==> config.mk <==
export PLATFORM = sky130hd
export DESIGN_NAME = nn_param_loader_flat
export DESIGN_NICKNAME = d
export VERILOG_FILES = /design/src/rtl/nn_pkg.sv /design/src/rtl/nn_param_loader_if.sv /design/src/rtl/nn_param_regfile.sv /design/src/rtl/nn_param_loader.sv /design/src/flat_wrapper.sv
export SDC_FILE = /design/constraint.sdc
export NUM_CORES = 1
export LEC_CHECK = 0
export CORE_UTILIZATION = 30
export CTS_CLUSTER_SIZE = 28
export DETAILED_ROUTE_END_ITERATION = 8
export MAX_ROUTING_LAYER = met4
export PLACE_DENSITY = 0.54
export SYNTH_ARGS = -nofsm -noshare
export SYNTH_HDL_FRONTEND = slang
export SYNTH_SLANG_ARGS = --single-unit
==> constraint.sdc <==
create_clock -name clk -period 2.17 [get_ports clk]
set_input_delay 0.3255 -clock clk [delete_from_list [all_inputs] [get_ports clk]]
set_output_delay 0.3255 -clock clk [all_outputs]
set_load 0.02 [all_outputs]
==> src/rtl/nn_pkg.sv <==
// Shared sizes and FSM encoding for the tiny NN parameter loader.
package nn_pkg;

    localparam int unsigned NUM_W     = 11;
    localparam int unsigned NUM_B     = 6;
    localparam int unsigned W_BITS    = 2;
    localparam int unsigned B_BITS    = 4;
    localparam int unsigned CFG_WORDS = NUM_W + NUM_B;
    localparam int unsigned IDX_BITS  = $clog2(CFG_WORDS);
    localparam int unsigned WEIGHTS_W = NUM_W * W_BITS;
    localparam int unsigned BIASES_W  = NUM_B * B_BITS;
    localparam int unsigned X_BITS    = 2;
    localparam int unsigned Y_BITS    = 2;

    typedef enum logic [1:0] {
        StLoad,
        StArmed,
        StEval,
        StResult
    } nn_state_e;

    function automatic logic is_last_word(logic [IDX_BITS-1:0] idx);
        return idx == IDX_BITS'(CFG_WORDS - 1);
    endfunction

endpackage

==> src/rtl/nn_param_loader_if.sv <==
// Config, sample, network and result signals of the parameter loader.
interface nn_param_loader_if;
    import nn_pkg::*;

    logic                   cfg_start;
    logic                   cfg_valid;
    logic [B_BITS-1:0]      cfg_data;
    logic                   cfg_ready;
    logic                   params_loaded;
    logic                   sample_valid;
    logic [2*X_BITS-1:0]    x_in;
    logic                   sample_ready;
    logic [X_BITS-1:0]      x1_o;
    logic [X_BITS-1:0]      x2_o;
    logic [WEIGHTS_W-1:0]   weights_o;
    logic [BIASES_W-1:0]    biases_o;
    logic [Y_BITS-1:0]      y_in;
    logic [Y_BITS-1:0]      y_out;
    logic                   y_valid;
    logic                   y_ready;

    modport master (
        output cfg_start, cfg_valid, cfg_data, sample_valid, x_in, y_in, y_ready,
        input  cfg_ready, params_loaded, sample_ready, x1_o, x2_o, weights_o, biases_o,
               y_out, y_valid
    );

    modport slave (
        input  cfg_start, cfg_valid, cfg_data, sample_valid, x_in, y_in, y_ready,
        output cfg_ready, params_loaded, sample_ready, x1_o, x2_o, weights_o, biases_o,
               y_out, y_valid
    );

endinterface

==> src/rtl/nn_param_regfile.sv <==
// Indexed weight/bias storage; words 0..NUM_W-1 are weights, the rest biases.
module nn_param_regfile
    import nn_pkg::*;
(
    input  logic                 clk,
    input  logic                 rst_n,
    input  logic                 wr_en_i,
    input  logic [IDX_BITS-1:0]  wr_idx_i,
    input  logic [B_BITS-1:0]    wr_data_i,
    output logic [WEIGHTS_W-1:0] weights_o,
    output logic [BIASES_W-1:0]  biases_o
);

    logic [WEIGHTS_W-1:0] weights_d, weights_q;
    logic [BIASES_W-1:0]  biases_d, biases_q;

    always_comb begin
        weights_d = weights_q;
        biases_d  = biases_q;
        if (wr_en_i) begin
            for (int i = 0; i < NUM_W; i++) begin
                if (wr_idx_i == IDX_BITS'(i)) begin
                    weights_d[i*W_BITS +: W_BITS] = wr_data_i[W_BITS-1:0];
                end
            end
            for (int i = 0; i < NUM_B; i++) begin
                if (wr_idx_i == IDX_BITS'(NUM_W + i)) begin
                    biases_d[i*B_BITS +: B_BITS] = wr_data_i;
                end
            end
        end
    end

    always_ff @(posedge clk) begin
        if (!rst_n) begin
            weights_q <= '0;
            biases_q  <= '0;
        end else begin
            weights_q <= weights_d;
            biases_q  <= biases_d;
        end
    end

    assign weights_o = weights_q;
    assign biases_o  = biases_q;

endmodule

==> src/rtl/nn_param_loader.sv <==
// Loads the network parameter set, then sequences sample -> evaluate -> result handshakes.
module nn_param_loader
    import nn_pkg::*;
(
    input logic              clk,
    input logic              rst_n,
    nn_param_loader_if.slave bus
);

    nn_state_e             state_d, state_q;
    logic [IDX_BITS-1:0]   idx_d, idx_q;
    logic                  loaded_d, loaded_q;
    logic [X_BITS-1:0]     x1_d, x1_q, x2_d, x2_q;
    logic [Y_BITS-1:0]     y_d, y_q;
    logic                  y_valid_d, y_valid_q;
    logic                  wr_en;

    always_comb begin
        state_d   = state_q;
        idx_d     = idx_q;
        loaded_d  = loaded_q;
        x1_d      = x1_q;
        x2_d      = x2_q;
        y_d       = y_q;
        y_valid_d = y_valid_q;
        wr_en     = 1'b0;
        case (state_q)
            StLoad: begin
                if (bus.cfg_valid) begin
                    wr_en = 1'b1;
                    if (is_last_word(idx_q)) begin
                        idx_d    = '0;
                        loaded_d = 1'b1;
                        state_d  = StArmed;
                    end else begin
                        idx_d = idx_q + IDX_BITS'(1);
                    end
                end
            end
            StArmed: begin
                // Reload wins over a simultaneous sample; old parameters stay until overwritten.
                if (bus.cfg_start) begin
                    loaded_d = 1'b0;
                    idx_d    = '0;
                    state_d  = StLoad;
                end else if (bus.sample_valid) begin
                    x1_d    = bus.x_in[X_BITS-1:0];
                    x2_d    = bus.x_in[2*X_BITS-1:X_BITS];
                    state_d = StEval;
                end
            end
            StEval: begin
                y_d       = bus.y_in;
                y_valid_d = 1'b1;
                state_d   = StResult;
            end
            StResult: begin
                if (bus.y_ready) begin
                    y_valid_d = 1'b0;
                    state_d   = StArmed;
                end
            end
            default: state_d = StLoad;
        endcase
    end

    always_ff @(posedge clk) begin
        if (!rst_n) begin
            state_q   <= StLoad;
            idx_q     <= '0;
            loaded_q  <= 1'b0;
            x1_q      <= '0;
            x2_q      <= '0;
            y_q       <= '0;
            y_valid_q <= 1'b0;
        end else begin
            state_q   <= state_d;
            idx_q     <= idx_d;
            loaded_q  <= loaded_d;
            x1_q      <= x1_d;
            x2_q      <= x2_d;
            y_q       <= y_d;
            y_valid_q <= y_valid_d;
        end
    end

    nn_param_regfile u_regfile (
        .clk       (clk),
        .rst_n     (rst_n),
        .wr_en_i   (wr_en),
        .wr_idx_i  (idx_q),
        .wr_data_i (bus.cfg_data),
        .weights_o (bus.weights_o),
        .biases_o  (bus.biases_o)
    );

    assign bus.cfg_ready     = (state_q == StLoad);
    assign bus.sample_ready  = (state_q == StArmed);
    assign bus.params_loaded = loaded_q;
    assign bus.x1_o          = x1_q;
    assign bus.x2_o          = x2_q;
    assign bus.y_out         = y_q;
    assign bus.y_valid       = y_valid_q;

endmodule

==> src/flat_wrapper.sv <==
// flat-port wrapper written by rule: the top's interface ports become plain ports
module nn_param_loader_flat import nn_pkg::*;
  (clk, rst_n, bus_cfg_start, bus_cfg_valid, bus_cfg_data, bus_sample_valid, bus_x_in, bus_y_in, bus_y_ready, bus_cfg_ready, bus_params_loaded, bus_sample_ready, bus_x1_o, bus_x2_o, bus_weights_o, bus_biases_o, bus_y_out, bus_y_valid);
  nn_param_loader_if bus_i ();
  input logic clk;
  input logic rst_n;
  input wire logic [$bits(bus_i.cfg_start)-1:0] bus_cfg_start;
  input wire logic [$bits(bus_i.cfg_valid)-1:0] bus_cfg_valid;
  input wire logic [$bits(bus_i.cfg_data)-1:0] bus_cfg_data;
  input wire logic [$bits(bus_i.sample_valid)-1:0] bus_sample_valid;
  input wire logic [$bits(bus_i.x_in)-1:0] bus_x_in;
  input wire logic [$bits(bus_i.y_in)-1:0] bus_y_in;
  input wire logic [$bits(bus_i.y_ready)-1:0] bus_y_ready;
  output wire logic [$bits(bus_i.cfg_ready)-1:0] bus_cfg_ready;
  output wire logic [$bits(bus_i.params_loaded)-1:0] bus_params_loaded;
  output wire logic [$bits(bus_i.sample_ready)-1:0] bus_sample_ready;
  output wire logic [$bits(bus_i.x1_o)-1:0] bus_x1_o;
  output wire logic [$bits(bus_i.x2_o)-1:0] bus_x2_o;
  output wire logic [$bits(bus_i.weights_o)-1:0] bus_weights_o;
  output wire logic [$bits(bus_i.biases_o)-1:0] bus_biases_o;
  output wire logic [$bits(bus_i.y_out)-1:0] bus_y_out;
  output wire logic [$bits(bus_i.y_valid)-1:0] bus_y_valid;
  assign bus_i.cfg_start = bus_cfg_start;
  assign bus_i.cfg_valid = bus_cfg_valid;
  assign bus_i.cfg_data = bus_cfg_data;
  assign bus_i.sample_valid = bus_sample_valid;
  assign bus_i.x_in = bus_x_in;
  assign bus_i.y_in = bus_y_in;
  assign bus_i.y_ready = bus_y_ready;
  assign bus_cfg_ready = bus_i.cfg_ready;
  assign bus_params_loaded = bus_i.params_loaded;
  assign bus_sample_ready = bus_i.sample_ready;
  assign bus_x1_o = bus_i.x1_o;
  assign bus_x2_o = bus_i.x2_o;
  assign bus_weights_o = bus_i.weights_o;
  assign bus_biases_o = bus_i.biases_o;
  assign bus_y_out = bus_i.y_out;
  assign bus_y_valid = bus_i.y_valid;
  nn_param_loader u_core (.clk(clk), .rst_n(rst_n), .bus(bus_i));
endmodule
-- After elaboration in Yosys (flattened, before gate mapping)
Cells that the tools add are included.
- reductions and logical operators: 26
- equality and inequality tests: 24
- bitwise gates (word level): 1
- multiplexer cells: 18
- $add $sub $neg: 1
- operator list (cell ; count):
    $eq 5x4->1 const B ; 8
    $reduce_and 2->1 ; 18
    $eq 5x3->1 const B ; 4
    $mux 5 ; 3
    $eq 5x2->1 const B ; 2
    $mux 2 ; 5
    $pmux 5 s2 ; 1
    $pmux 2 s4 ; 1
    $reduce_and 4->1 ; 2
    $mux 1 ; 6
    $ne 2x2->1 const B ; 3
    $reduce_and 3->1 ; 2
    $add 5x1->5 const B ; 1
    $eq 5x1->1 const B ; 1
    $eq 5x5->1 const B ; 1
    $logic_not 5->1 ; 1
    $eq 2x2->1 const B ; 2
    $pmux 1 s2 ; 2
    $reduce_bool 2->1 ; 2
    $ne 3x3->1 const B ; 1
    $eq 2x1->1 const B ; 1
    $logic_not 2->1 ; 1
    $ne 2x1->1 const B ; 1
    $not 1->1 ; 1
- flip-flop bits (word level): 61
- input bits: 16

-- Depth between registers and ports, before layout
Gate-level depths: netlist of run 1.
- depth after elaboration: 4
- gate-level depth with buffers: 7
- mapped depth without buffers: 6

-- Modules after synthesis
From an unflattened synthesis of run 1, not the netlist that was laid out.
- cells, all modules: 273
- area total of the unflattened synthesis: 2657.5 sq um
- modules (own cells, without submodules) (module ; cells each ; instances ; area an instance (sq um) ; sequential area each (sq um)):
    nn_param_regfile ; 178 ; 1 ; 1779.2 ; 920.9
    nn_param_loader ; 95 ; 1 ; 878.3 ; 300.3

-- Worst setup path before layout of run 1
OpenSTA, ideal clock, no wires.
- path kind: register -> register
- start point: register u_core.state_q[0]
- end point: register u_core.u_regfile.weights_q[0] (netlist: u_core.u_regfile.weights_o[0])
- buffers on the path: 0
- data required time: 2051 ps
- data arrival time: 1572 ps
- setup time: 119 ps
- cell stages (with the launch flop): 6
- path slack: 479 ps
- path through: dfxtp_1 -> inv_1 -> ha_1 -> nand3_2 -> or4_1 -> mux2i_1
- longest elaborated chain between the ends: 3
- RTL lines (item ; line ; source):
    start, declared ; nn_param_loader.sv:10 ; nn_state_e state_d, state_q;
    start signal, assigned ; nn_param_loader.sv:69 ; state_q <= StLoad;
    start signal, assigned ; nn_param_loader.sv:77 ; state_q <= state_d;
    $logic_not 2->1 ; - ;
    named net bus_cfg_ready ; flat_wrapper.sv:14 ; output wire logic [$bits(bus_i.cfg_ready)-1:0] bus_cfg_ready;
    $mux 1 ; nn_param_loader.sv:27 ; case (state_q)
    $reduce_and 2->1 (no line) ; - ;
    end signal, assigned ; nn_param_regfile.sv:39 ; weights_q <= weights_d;
    end, declared ; nn_param_regfile.sv:14 ; logic [WEIGHTS_W-1:0] weights_d, weights_q;
The timed path passes the listed nets, and every way through them passes these cells.
A chain may end at the register's enable or synchronous reset.

-- Final worst setup path of run 1
- start point: register u_core.state_q[1]
- end point: output port bus_sample_ready
- longest elaborated chain between the ends: 1
- RTL lines (item ; line ; source):
    $eq 2x1->1 ; nn_param_loader.sv:98 ; assign bus.sample_ready = (state_q == StArmed);
    end, declared ; flat_wrapper.sv:16 ; output wire logic [$bits(bus_i.sample_ready)-1:0] bus_sample_ready;
No other way between the ends.

==> out/qor_table.md, run 1 <==
| Item | Value | Unit |
| --- | --- | --- |
| Run status | finished, violations left | - |
| Violated checks | DRC | - |
| Power per cell area | 624.3 | mW/mm^2 |
| Post-synth top cells | sky130_fd_sc_hd__dfxtp_1, sky130_fd_sc_hd__nand3_1, sky130_fd_sc_hd__o21ai_0, sky130_fd_sc_hd__a21boi_0, sky130_fd_sc_hd__nand2_1 | - |
| Cell chain of the critical path | inv_1, ha_2, clkdlybuf4s50_1 | - |
| Total of max-cap violations | 0 | - |
| Number of non-filler instances in the completed layout | 492 | - |
| Clock slew seen by the registers of the worst setup and hold paths | 0.07 | ns |
| Synthesized-area fraction occupied by ao, oa, aoi and oai cells | 0.1998 | - |
| Reg power frac | 0.470 | - |
| CP Data Required Time | 1.84 | ns |
| Hold slack | 0.3782 | ns |
| Synthesized flop and latch total | 61 | - |
| Multiplexer fraction of the synthesized cell area | 0.06352 | - |
| Number of diodes | 0 | - |
| Area overhead of the layout relative to synthesis | 36.52 | % |
| Adder-Cell Fraction of Synth Area | 0.04411 | - |
| Overall power of the completed layout | 2.418 | mW |
| Placed cells | 476 | - |
| Worst clock skew | 0.007882 | ns |
| Count of final setup violators | 0 | - |
| Number of nets produced by synthesis | 334 | - |
| Layout cells sized above 1 | 0.09186 | - |
| Count of H-tree levels built during CTS | 3 | - |
| Global-route wire length before repair | 12,030 | microns |
| Max Fanout on Critical Path | 8 | - |
| GRT Total Usage | 0.1612 | - |
| Maximum achievable frequency | 497.4 | MHz |
| R2R setup slack | 0.31 | ns |
| Combinational family with the most area after synthesis | simple AND/OR/NAND/NOR gates | - |
| Sinks on the clock net | 61 | - |
| Slowest cell on the critical path | sky130_fd_sc_hd__clkdlybuf4s50_1 | - |
| Per-cell routed wire length | 14.86 | microns |
| Type of the most critical hold path | in -> reg | - |
| Vias in the first global route | 2,411 | - |
| Post-synthesis instance area | 0.002836 | sq mm |
| Core occupancy in the finished layout | 0.4211 | - |
| Leakage | 1.320 | nW |
| Capturing point of the worst reg2reg path | u_core.idx_q[2] | - |
| DRC violation count after routing | 2 | - |
| Number of antenna-violating nets in the routed design | 0 | - |
| Clock group share of total power | 0.463 | - |
| Library cell with the highest instance count after synthesis | sky130_fd_sc_hd__dfxtp_1 | - |
| IR drop worst, VDD | 0.0003338 | V |
| Setup total negative slack | 0 | ns |
| Top cells by area in the synthesized netlist | sky130_fd_sc_hd__dfxtp_1, sky130_fd_sc_hd__a21boi_0, sky130_fd_sc_hd__nand3_1, sky130_fd_sc_hd__o21ai_0, sky130_fd_sc_hd__mux2i_1 | - |
| Post-synthesis cell type count | 37 | - |
| Area share of and/or/nand/nor cells after synthesis | 0.2153 | - |
| Placeable core region | 0.009196 | sq mm |
| Warning count from the yosys run | 0 | - |
| Die area | 0.009848 | sq mm |
| Length in cells of the worst reg-to-reg path | 6 | - |
| TritonCTS clock tree | built | - |
| Post-CTS Setup Repair Bufs | 0 | - |
| Worst flop-to-flop path startpoint | u_core.state_q[0] | - |
| CP Class | reg -> out | - |
| Sw power | 0.5787 | mW |
| DRT Pass-1 Iters | 6 | - |
| Cell accounting for the most synthesized area | sky130_fd_sc_hd__dfxtp_1 | - |
| Synth Area in XOR/XNOR | 0.003088 | - |
| Cell chosen for the clock root | sky130_fd_sc_hd__clkbuf_8 | - |
| Count of flip-flops with a built-in enable after synthesis | 0 | - |
| Switching power as a share of total power | 0.2394 | - |
| Slew at the pin closest to its max-slew limit | 0.6207 | ns |
| Worst-Skew Late Latency | 0.35 | ns |
| First DRT Iteration DRCs | 89 | - |
| Combinational fraction of design power | 0.067 | - |
| IO Pins | 72 | - |
| Top cell type's share of synthesized area | 0.4305 | - |
| Max incr delay on CP | 0.63 | ns |
| Hold Path End | u_core.u_regfile.weights_o[9] | - |
| Post-synthesis average cell area | 9.209 | sq um |
| Setup repair after global routing missed its margin | false | - |
| CP Data Arrival Time | 1.69 | ns |
| Initial Util | 0.3084 | - |
| Max_slew headroom | 0.5856 | - |
| Half-perimeter wire length of the detailed placement result | 5119 | microns |
| Total detailed-routing wirelength | 7313 | microns |
| RePlAce Congestion | 0.7728 | - |
| Total of hold buffers inserted after clock tree synthesis | 0 | - |
| Endpoints failing hold | 0 | - |
| Remaining global-route overflow | 0 | - |
| Cts bufs inserted | 9 | - |
| Post-synth top flop | sky130_fd_sc_hd__dfxtp_1 | - |
| Final critical-path required period | 2.011 | ns |
| DR vias/cell | 4.915 | - |
| Cells after Synth | 308 | - |
| Die width | 99.24 | microns |
| Number of max-slew violations in the final report | 0 | - |
| Startpoint class of the critical path | flop | - |
| Height of the die | 99.24 | microns |
| Antenna violations before repair | 0 | - |
| # rows | 35 | - |
| Largest net degree at the start of global routing | 36 | - |
| Async set-or-reset flop fraction in the synthesized netlist | 0 | - |
| Quantity of I/O buffers inserted on ports | 71 | - |
| Cells on Worst Hold Path | 3 | - |
| Share of the clock period used by the worst path | 0.9265 | - |
| Sequential-to-total area share from yosys stat | 0.4305 | - |
| Via Count | 2,418 | - |
| CTS resizes | 0 | - |
| Layout net count | 402 | - |
| Critical Path Sink Type | output port | - |
| Internal Dissipation | 1.839 | mW |
| Clk buf depth | 2 | - |
| Start point of the worst min-delay path | rst_n | - |
## cell families (layout without fill, tap and decap cells)
family                   count (synthesis)  after routing
AO/OA/AOI/OAI                           86             86
AND/OR/NAND/NOR                        104            104
XOR/XNOR                                 1              1
adder cells (fa/ha/maj)                 10             10
multiplexers                            18             18
buffers and inverters                   28            101
flip-flops                              61             61
## area by class of cell
| cell class | count | area [sq um] |
|---|---|---|
| Multi-Input combinational cell | 219 | 1494 |
| Tap cell | 111 | 138.9 |
| Timing Repair Buffer | 80 | 785.8 |
| Clock buffer | 9 | 123.9 |
| Inverter | 5 | 18.77 |
| Fill cell | 934 | 5324 |
| Clock inverter | 7 | 90.09 |
| Sequential cell | 61 | 1221 |
## critical path, delay by kind of cell (launching register included)
kind	cells	cell delay [ns]
adder cells (fa/ha/maj)	1	0.27
buffers and inverters	2	0.74
flip-flops	1	0.34
## sequential cells by signal, summed over array words and instances, names as in the netlist
| signal | cells |
|---|---|
| u_core.bus.y_valid | 1 |
| u_core.bus.params_loaded | 1 |
| u_core.idx_q | 5 |
| u_core.state_q | 2 |
| u_core.bus.x1_o | 2 |
| u_core.u_regfile.weights_o | 22 |
| u_core.u_regfile.biases_o | 24 |
| u_core.bus.x2_o | 2 |
| u_core.bus.y_out | 2 |
## how the worst max path moves through the flow
stage	startpoint	to	slack [ns]	cells past startpoint
after floorplan	u_core.state_q[0]	u_core.u_regfile.weights_o[0]	0.48	5
after global placement	bus_cfg_valid	u_core.u_regfile.weights_o[1]	0.34	4
after detailed placement	bus_cfg_valid	u_core.u_regfile.weights_o[3]	0.31	5
after CTS	u_core.state_q[1]	bus_sample_ready	0.05	3
after global routing	u_core.state_q[1]	bus_sample_ready	0.06	3
final	u_core.state_q[1]	bus_sample_ready	0.16	3
## metrics by stage
step	instance area, sq um	setup slack (ns)
after floorplan	2836	0.4789
after global placement	3656	0.3377
after detailed placement	3656	0.3094
after CTS	3870	0.04720
after global routing	3872	0.05794
final	3872	0.1594
## power groups by stage
stage | logic, mW | registers (mW) | clock network, mW
global route | 0.178 | 1.14 | 1.20
finish | 0.162 | 1.14 | 1.12
global placement | 0.162 | 1.16 | 0
CTS | 0.164 | 1.14 | 1.15
detailed placement | 0.163 | 1.16 | 0
floorplan | 0.0791 | 1.17 | 0
## cells in the final DEF (no fill, tap or decap), drive strengths merged, types with 2 or more instances in the layout
cell type / count
nand2b: 2
a21boi: 41
inv: 5
ha: 10
clkdlybuf4s50: 70
clkinv: 3
and3: 5
clkinvlp: 2
mux2i: 18
or3b: 2
nand2: 21
nand3b: 4
and3b: 2
buf: 10
nor2b: 11
nand3: 47
nor3b: 3
o21ai: 39
clkbuf: 9
dfxtp: 61
bufinv: 2
o211ai: 2
## routing by layer
layer | vias to the layer above | share of wire | global-route usage
met5 | - | 0 | -
met4 | 0 | 0.013 | 0.06222
met3 | 8 | 0.037 | 0.04076
met2 | 59 | 0.46 | 0.2516
met1 | 1123 | 0.49 | 0.2002
li1 | 1228 | - | -
No activity file was read; power rests on OpenSTA's default activity.
==> run 2: changes to the inputs <==
--- a/config.mk
+++ b/config.mk
@@ -6,6 +6,7 @@
 export NUM_CORES = 1
 export LEC_CHECK = 0
 export CORE_UTILIZATION = 30
+export CTS_CLUSTER_DIAMETER = 60
 export CTS_CLUSTER_SIZE = 28
 export DETAILED_ROUTE_END_ITERATION = 8
 export MAX_ROUTING_LAYER = met4
==> results of run 2 <==
The final DEF is identical to that of run 1; final timing and power are the same.
==> run 3: changes to the inputs <==
--- a/config.mk
+++ b/config.mk
@@ -11,6 +11,7 @@
 export DETAILED_ROUTE_END_ITERATION = 8
 export MAX_ROUTING_LAYER = met4
 export PLACE_DENSITY = 0.54
+export RECOVER_POWER = 50
 export SYNTH_ARGS = -nofsm -noshare
 export SYNTH_HDL_FRONTEND = slang
 export SYNTH_SLANG_ARGS = --single-unit
==> out/qor_table.md, run 3 (synthesis gave the netlist of run 1 again) <==
| Item | Value | Unit | vs previous |
| --- | --- | --- | --- |
| Count of H-tree levels built during CTS | 3 | - | unchanged |
| Combinational fraction of design power | 0.066 | - | about the same |
| IO Pins | 72 | - | unchanged |
| Max incr delay on CP | 0.63 | ns | about the same |
| Total detailed-routing wirelength | 7289 | microns | -0.33% |
| Critical Path Sink Type | output port | - |  |
| Die width | 99.24 | microns | unchanged |
| Antenna violations before repair | 0 | - | unchanged |
| Half-perimeter wire length of the detailed placement result | 5119 | microns | unchanged |
| Power per cell area | 623.5 | mW/mm^2 | -0.13% |
| Layout cells sized above 1 | 0.09186 | - | unchanged |
| Length in cells of the worst reg-to-reg path | 6 | - | unchanged |
| Maximum achievable frequency | 497.0 | MHz | about the same |
| Post-CTS Setup Repair Bufs | 0 | - | unchanged |
| Height of the die | 99.24 | microns | unchanged |
| Endpoints failing hold | 0 | - | unchanged |
| Area overhead of the layout relative to synthesis | 36.52 | % | unchanged |
| Largest register FFs | 24 | - | unchanged |
| CP Data Required Time | 1.84 | ns | about the same |
| Via Count | 2,414 | - | -0.17% |
| Clock group share of total power | 0.463 | - | about the same |
| DRT Pass-1 Iters | 6 | - | unchanged |
| Clk buf depth | 2 | - | unchanged |
| Slew at the pin closest to its max-slew limit | 0.6199 | ns | -0.0007982 ns |
| Largest net degree at the start of global routing | 36 | - | unchanged |
| Per-cell routed wire length | 14.82 | microns | -0.33% |
| TritonCTS clock tree | built | - |  |
| Layout net count | 402 | - | unchanged |
| Min setup slack post-route | 0.1578 | ns | -0.001618 ns |
| CP Class | reg -> out | - |  |
| Quantity of I/O buffers inserted on ports | 71 | - | unchanged |
| DRC violation count after routing | 2 | - | unchanged |
| Global-route wire length before repair | 12,030 | microns | unchanged |
| Capturing point of the worst reg2reg path | u_core.idx_q[2] | - |  |
| Start point of the worst min-delay path | rst_n | - |  |
| Switching power as a share of total power | 0.2392 | - | about the same |
| Startpoint class of the critical path | flop | - |  |
| Internal Dissipation | 1.837 | mW | -0.11% |
| Sinks on the clock net | 61 | - | unchanged |
| Cts bufs inserted | 9 | - | unchanged |
| Type of the most critical hold path | in -> reg | - |  |
| Worst flop-to-flop path startpoint | u_core.state_q[0] | - |  |
| Cells on Worst Hold Path | 3 | - | unchanged |
| Violated checks | DRC | - |  |
| Clock slew seen by the registers of the worst setup and hold paths | 0.07 | ns | about the same |
| IR drop worst, VDD | 0.0003337 | V | about the same |
| Hold Path End | u_core.u_regfile.weights_o[9] | - |  |
| Worst-Skew Late Latency | 0.35 | ns | about the same |
| Cell chain of the critical path | inv_1, ha_2, clkdlybuf4s50_1 | - |  |
| Setup total negative slack | 0 | ns | unchanged |
| Max Fanout on Critical Path | 8 | - | unchanged |
| # rows | 35 | - | unchanged |
| Count of final setup violators | 0 | - | unchanged |
| Run status | finished, violations left | - |  |
| Share of the clock period used by the worst path | 0.9273 | - | about the same |
| Number of max-slew violations in the final report | 0 | - | unchanged |
| DR vias/cell | 4.907 | - | -0.17% |
| Initial Util | 0.3084 | - | unchanged |
| Commonest non-fill, non-tap cell in the layout | sky130_fd_sc_hd__dfxtp_1 | - |  |
| Slowest cell on the critical path | sky130_fd_sc_hd__clkdlybuf4s50_1 | - |  |
| Reg power frac | 0.470 | - | about the same |
| Most frequent cells in the layout | sky130_fd_sc_hd__dfxtp_1, sky130_fd_sc_hd__dlygate4sd3_1, sky130_fd_sc_hd__nand3_1, sky130_fd_sc_hd__o21ai_0, sky130_fd_sc_hd__a21boi_0 | - |  |
| Placeable core region | 0.009196 | sq mm | unchanged |
| GRT Total Usage | 0.1612 | - | unchanged |
| Number of antenna-violating nets in the routed design | 0 | - | unchanged |
| Total of max-cap violations | 0 | - | unchanged |
| Final critical-path required period | 2.012 | ns | +0.001618 ns |
| RePlAce Congestion | 0.7728 | - | unchanged |
| Sw power | 0.5776 | mW | -0.19% |
| Vias in the first global route | 2,411 | - | unchanged |
| First DRT Iteration DRCs | 93 | - | +4.5% |
| Worst clock skew | 0.007894 | ns | +0.00001243 ns |
| R2R setup slack | 0.31 | ns | about the same |
| Remaining global-route overflow | 0 | - | unchanged |
| Setup repair after global routing missed its margin | false | - |  |
| Max_slew headroom | 0.5862 | - | about the same |
| CP Data Arrival Time | 1.69 | ns | about the same |
| Cell chosen for the clock root | sky130_fd_sc_hd__clkbuf_8 | - |  |
| Leakage | 1.512 | nW | +14% |
| Number of diodes | 0 | - | unchanged |
| Setup Slack @ Placement | 0.3094 | ns | unchanged |
| Die area | 0.009848 | sq mm | unchanged |
[run 3: how the worst max path moves through the flow]
stage                     cells after the start              start                            end  slack, ns
final                                         3  u_core.state_q[1]               bus_sample_ready       0.16
after global routing                          3  u_core.state_q[1]               bus_sample_ready       0.06
after CTS                                     3  u_core.state_q[1]               bus_sample_ready       0.05
after detailed placement                      5      bus_cfg_valid  u_core.u_regfile.weights_o[3]       0.31
after global placement                        4      bus_cfg_valid  u_core.u_regfile.weights_o[1]       0.34
after floorplan                               5  u_core.state_q[0]  u_core.u_regfile.weights_o[0]       0.48
[run 3: power by group through the flow]
stage               Sequential, mW  Combinational, mW  Clock (mW)
floorplan                     1.17             0.0791           0
global placement              1.16              0.162           0
detailed placement            1.16              0.163           0
CTS                           1.14              0.164        1.15
global route                  1.14              0.175        1.20
finish                        1.14              0.160        1.12
[run 3: what timing repair did]
action / in CTS / in global routing
endpoints found under the setup margin: 0 / 1
resized for setup: 0 / 1
hold buffers: 0 / 0
[run 3: routing by layer]
metal,track usage,vias to the layer above,share of wire
met4,0.06222,0,0.013
li1,-,1228,-
met3,0.04076,8,0.038
met2,0.2516,59,0.46
met5,-,-,0
met1,0.2002,1119,0.49
[run 3: per-stage QoR]
| step | cell area, sq um | hold WS, ns | total power, mW | std cells | utilization |
|---|---|---|---|---|---|
| final | 3872 | 0.3784 | 2.415 | 492 | 0.4211 |
| after global routing | 3872 | 0.3919 | 2.512 | 492 | 0.4211 |
| after CTS | 3870 | 0.3649 | 2.454 | 492 | 0.4208 |
| after detailed placement | 3656 | 0.4540 | 1.325 | 476 | 0.3976 |
| after global placement | 3656 | 0.4456 | 1.323 | 476 | 0.3976 |
| after floorplan | 2836 | 0.4677 | 1.246 | 308 | - |
[run 3: worst max-delay path: cells and delay by family, from the launching register on]
| kind | cells | cell delay, ns |
|---|---|---|
| flip-flops | 1 | 0.34 |
| buffers and inverters | 2 | 0.74 |
| adder cells (fa/ha/maj) | 1 | 0.27 |
[run 3: final cells by class]
cell class / count / area [sq um]
Fill cell: 934 / 5324
Multi-Input combinational cell: 219 / 1494
Tap cell: 111 / 138.9
Timing Repair Buffer: 80 / 785.8
Clock buffer: 9 / 123.9
Sequential cell: 61 / 1221
Inverter: 5 / 18.77
Clock inverter: 7 / 90.09
==> edit: new RTL, config.mk and constraints of run 3 <==
Re-encode `nn_state_e` (4 states) as one-hot, 4 bits wide.
--- a/src/rtl/nn_pkg.sv
+++ b/src/rtl/nn_pkg.sv
@@ -12,11 +12,11 @@
     localparam int unsigned X_BITS    = 2;
     localparam int unsigned Y_BITS    = 2;
 
-    typedef enum logic [1:0] {
-        StLoad,
-        StArmed,
-        StEval,
-        StResult
+    typedef enum logic [3:0] {
+        StLoad   = 4'b0001,
+        StArmed  = 4'b0010,
+        StEval   = 4'b0100,
+        StResult = 4'b1000
     } nn_state_e;
 
     function automatic logic is_last_word(logic [IDX_BITS-1:0] idx);
Check against the original RTL: same outputs for any inputs over 10 cycles, from zero or initial values and one cycle with rst_n low; not proved beyond that.
==> edit against run 3 <==
- sequential cell count grew 2
- area after synthesis shrank 3.4%
- core utilization grew 1.3 points
- wire length shrank 7.8%
- first-iteration DRC count shrank 48%
- setup slack lost 0.077 ns
- die area shrank 3.3%
- design area shrank 1.7%
- critical endpoint unchanged
- largest cell class unchanged
Power is not compared: it rests on default switching activity, and its combinational part moved more than twofold at a synthesized area within 25%.
==> edit: results <==
set metrics [dict create \
    status "completed" \
    largest_reg_flops 24 \
    p_switching_uw 783 \
    vias 2221 \
    skew_ns 0.00730 \
    cts_made_buffers 9 \
    grt_use_met2 0.223 \
    synth.distinct_cells 37 \
    ir_drop_uv 367 \
    ff2ff_path_depth 4 \
    synth_top_cell_area_share 0.460 \
    synth_flop_cell "dfxtp_1" \
    drt_iter0_drc 48 \
    track_usage 0.151 \
    dp_hpwl_mm 4.77 \
    die_w_microns 97.6 \
    synthTopCellsByArea "dfxtp_1 (46%), mux2i_1 (19%), nor2b_1 (8.4%)" \
    yosys_warnings 0 \
    routedWlPerCell_microns 14.1 \
    drive_above_1_share 0.104 \
    syn_nets 299 \
    clk_latency_ns 0.33 \
    grt_pass1_vias 2146 \
    grt_pass1_wl_mm 11.0 \
    drt_first_pass_iters 4 \
    use_met1 0.199 \
    grt_max_degree 42 \
    gp_congestion 0.874 \
    htreeDepth 3 \
    antenna_found_initial 0 \
    port_buffers 71 \
    p_leak_uw 0.00179 \
    synthTopCellsByCount "dfxtp_1 (63), mux2i_1 (53), nor2b_1 (37)" \
    async_reset_ff_frac 0 \
    clk_pin_slew_ns 0.07 \
    tightest_slew_ns 0.463 \
    clock-root-buffer "clkbuf_8" \
    antenna_cells 0 \
    clk_path_buf_depth 2 \
    arrival_ns 1.76 \
    min_path_type "input pin to flop" \
    critPathMaxFanout 10 \
    fillers 889 \
    seq_area_frac_synth 0.460 \
    cts_setup_buffers 0 \
    holdPathStages 2 \
    final_nets 384 \
    met3_usage 0.0403 \
]
[edit: cell types whose count changed after synthesis, moves of 8 or more]
cell / run 3 / this run
nand3_1: 46 / 9
nor2b_1: 11 / 37
o21ai_0: 39 / 5
nor2_1: 1 / 10
a21boi_1: 9 / 1
a21boi_0: 32 / 1
mux2i_1: 18 / 53
nand2_1: 21 / 31
[edit: final cells by class]
cell class	instances	share of cell area
Clock buffer	11	0.0371
Clock inverter	4	0.00592
Inverter	10	0.00986
Multi-Input combinational cell	190	0.361
Sequential cell	63	0.331
Tap cell	108	0.0355
Timing Repair Buffer	89	0.220
[edit: logic make-up after synthesis]
group                      Yosys count  synth area share
buffers and inverters               25            0.0406
DFF                                 63             0.460
and+or+nand+nor                    114             0.240
adders and majority gates            5            0.0228
AOI/OAI and AO/OA                   17            0.0397
muxes                               53             0.194
xor gates and xnor gates             1           0.00320
[edit: worst paths after layout]
check / startpoint / to / slack (ns)
worst max-delay path: u_core.state_q[2] / bus_sample_ready / 0.08
worst min-delay path: rst_n / u_core.u_regfile.biases_o[12] / 0.34
worst max register to register: u_core.state_q[1] / u_core.idx_q[2] / 0.23
worst min register to register: u_core.bus.params_loaded / u_core.bus.params_loaded / 0.45
[edit: worst max-delay path, cell delays in order, from the launching register on]
cell and delay, ns:
dfxtp_1 0.31, buf_4 0.17, nor4b_2 0.30, clkdlybuf4s50_1 0.65
[edit: timing repair]
item,4_1_cts,5_1_grt
pin swaps,0,0
setup endpoints to repair,1,4
hold endpoints to repair,0,0
gates resized for setup,1,1
[edit: metrics by stage]
step           instances   util  worst slack [ns]  area (sq um)  hold WS (ns)
2_1_floorplan        278      -             0.133          2740         0.487
3_3_place_gp         460  0.416             0.171          3640         0.441
3_5_place_dp         460  0.416             0.123          3640         0.447
4_1_cts              475  0.434            0.0454          3800         0.330
5_1_grt              475  0.434            0.0182          3810         0.336
6_report             475  0.434            0.0806          3810         0.343
[edit: power by group through the flow]
stage               Sequential, uW  Clock, uW  Combinational [uW]
finish                        1220        869                 575
global route                  1230        959                 634
CTS                           1220        907                 583
detailed placement            1250          0                 589
global placement              1250          0                 580
floorplan                     1260          0                 390
[edit: routing by layer]
metal	wire [microns]	vias up
met4	70	0
met3	239	5
li1	-	1113
met1	3390	1054
met5	0	-
met2	3020	49
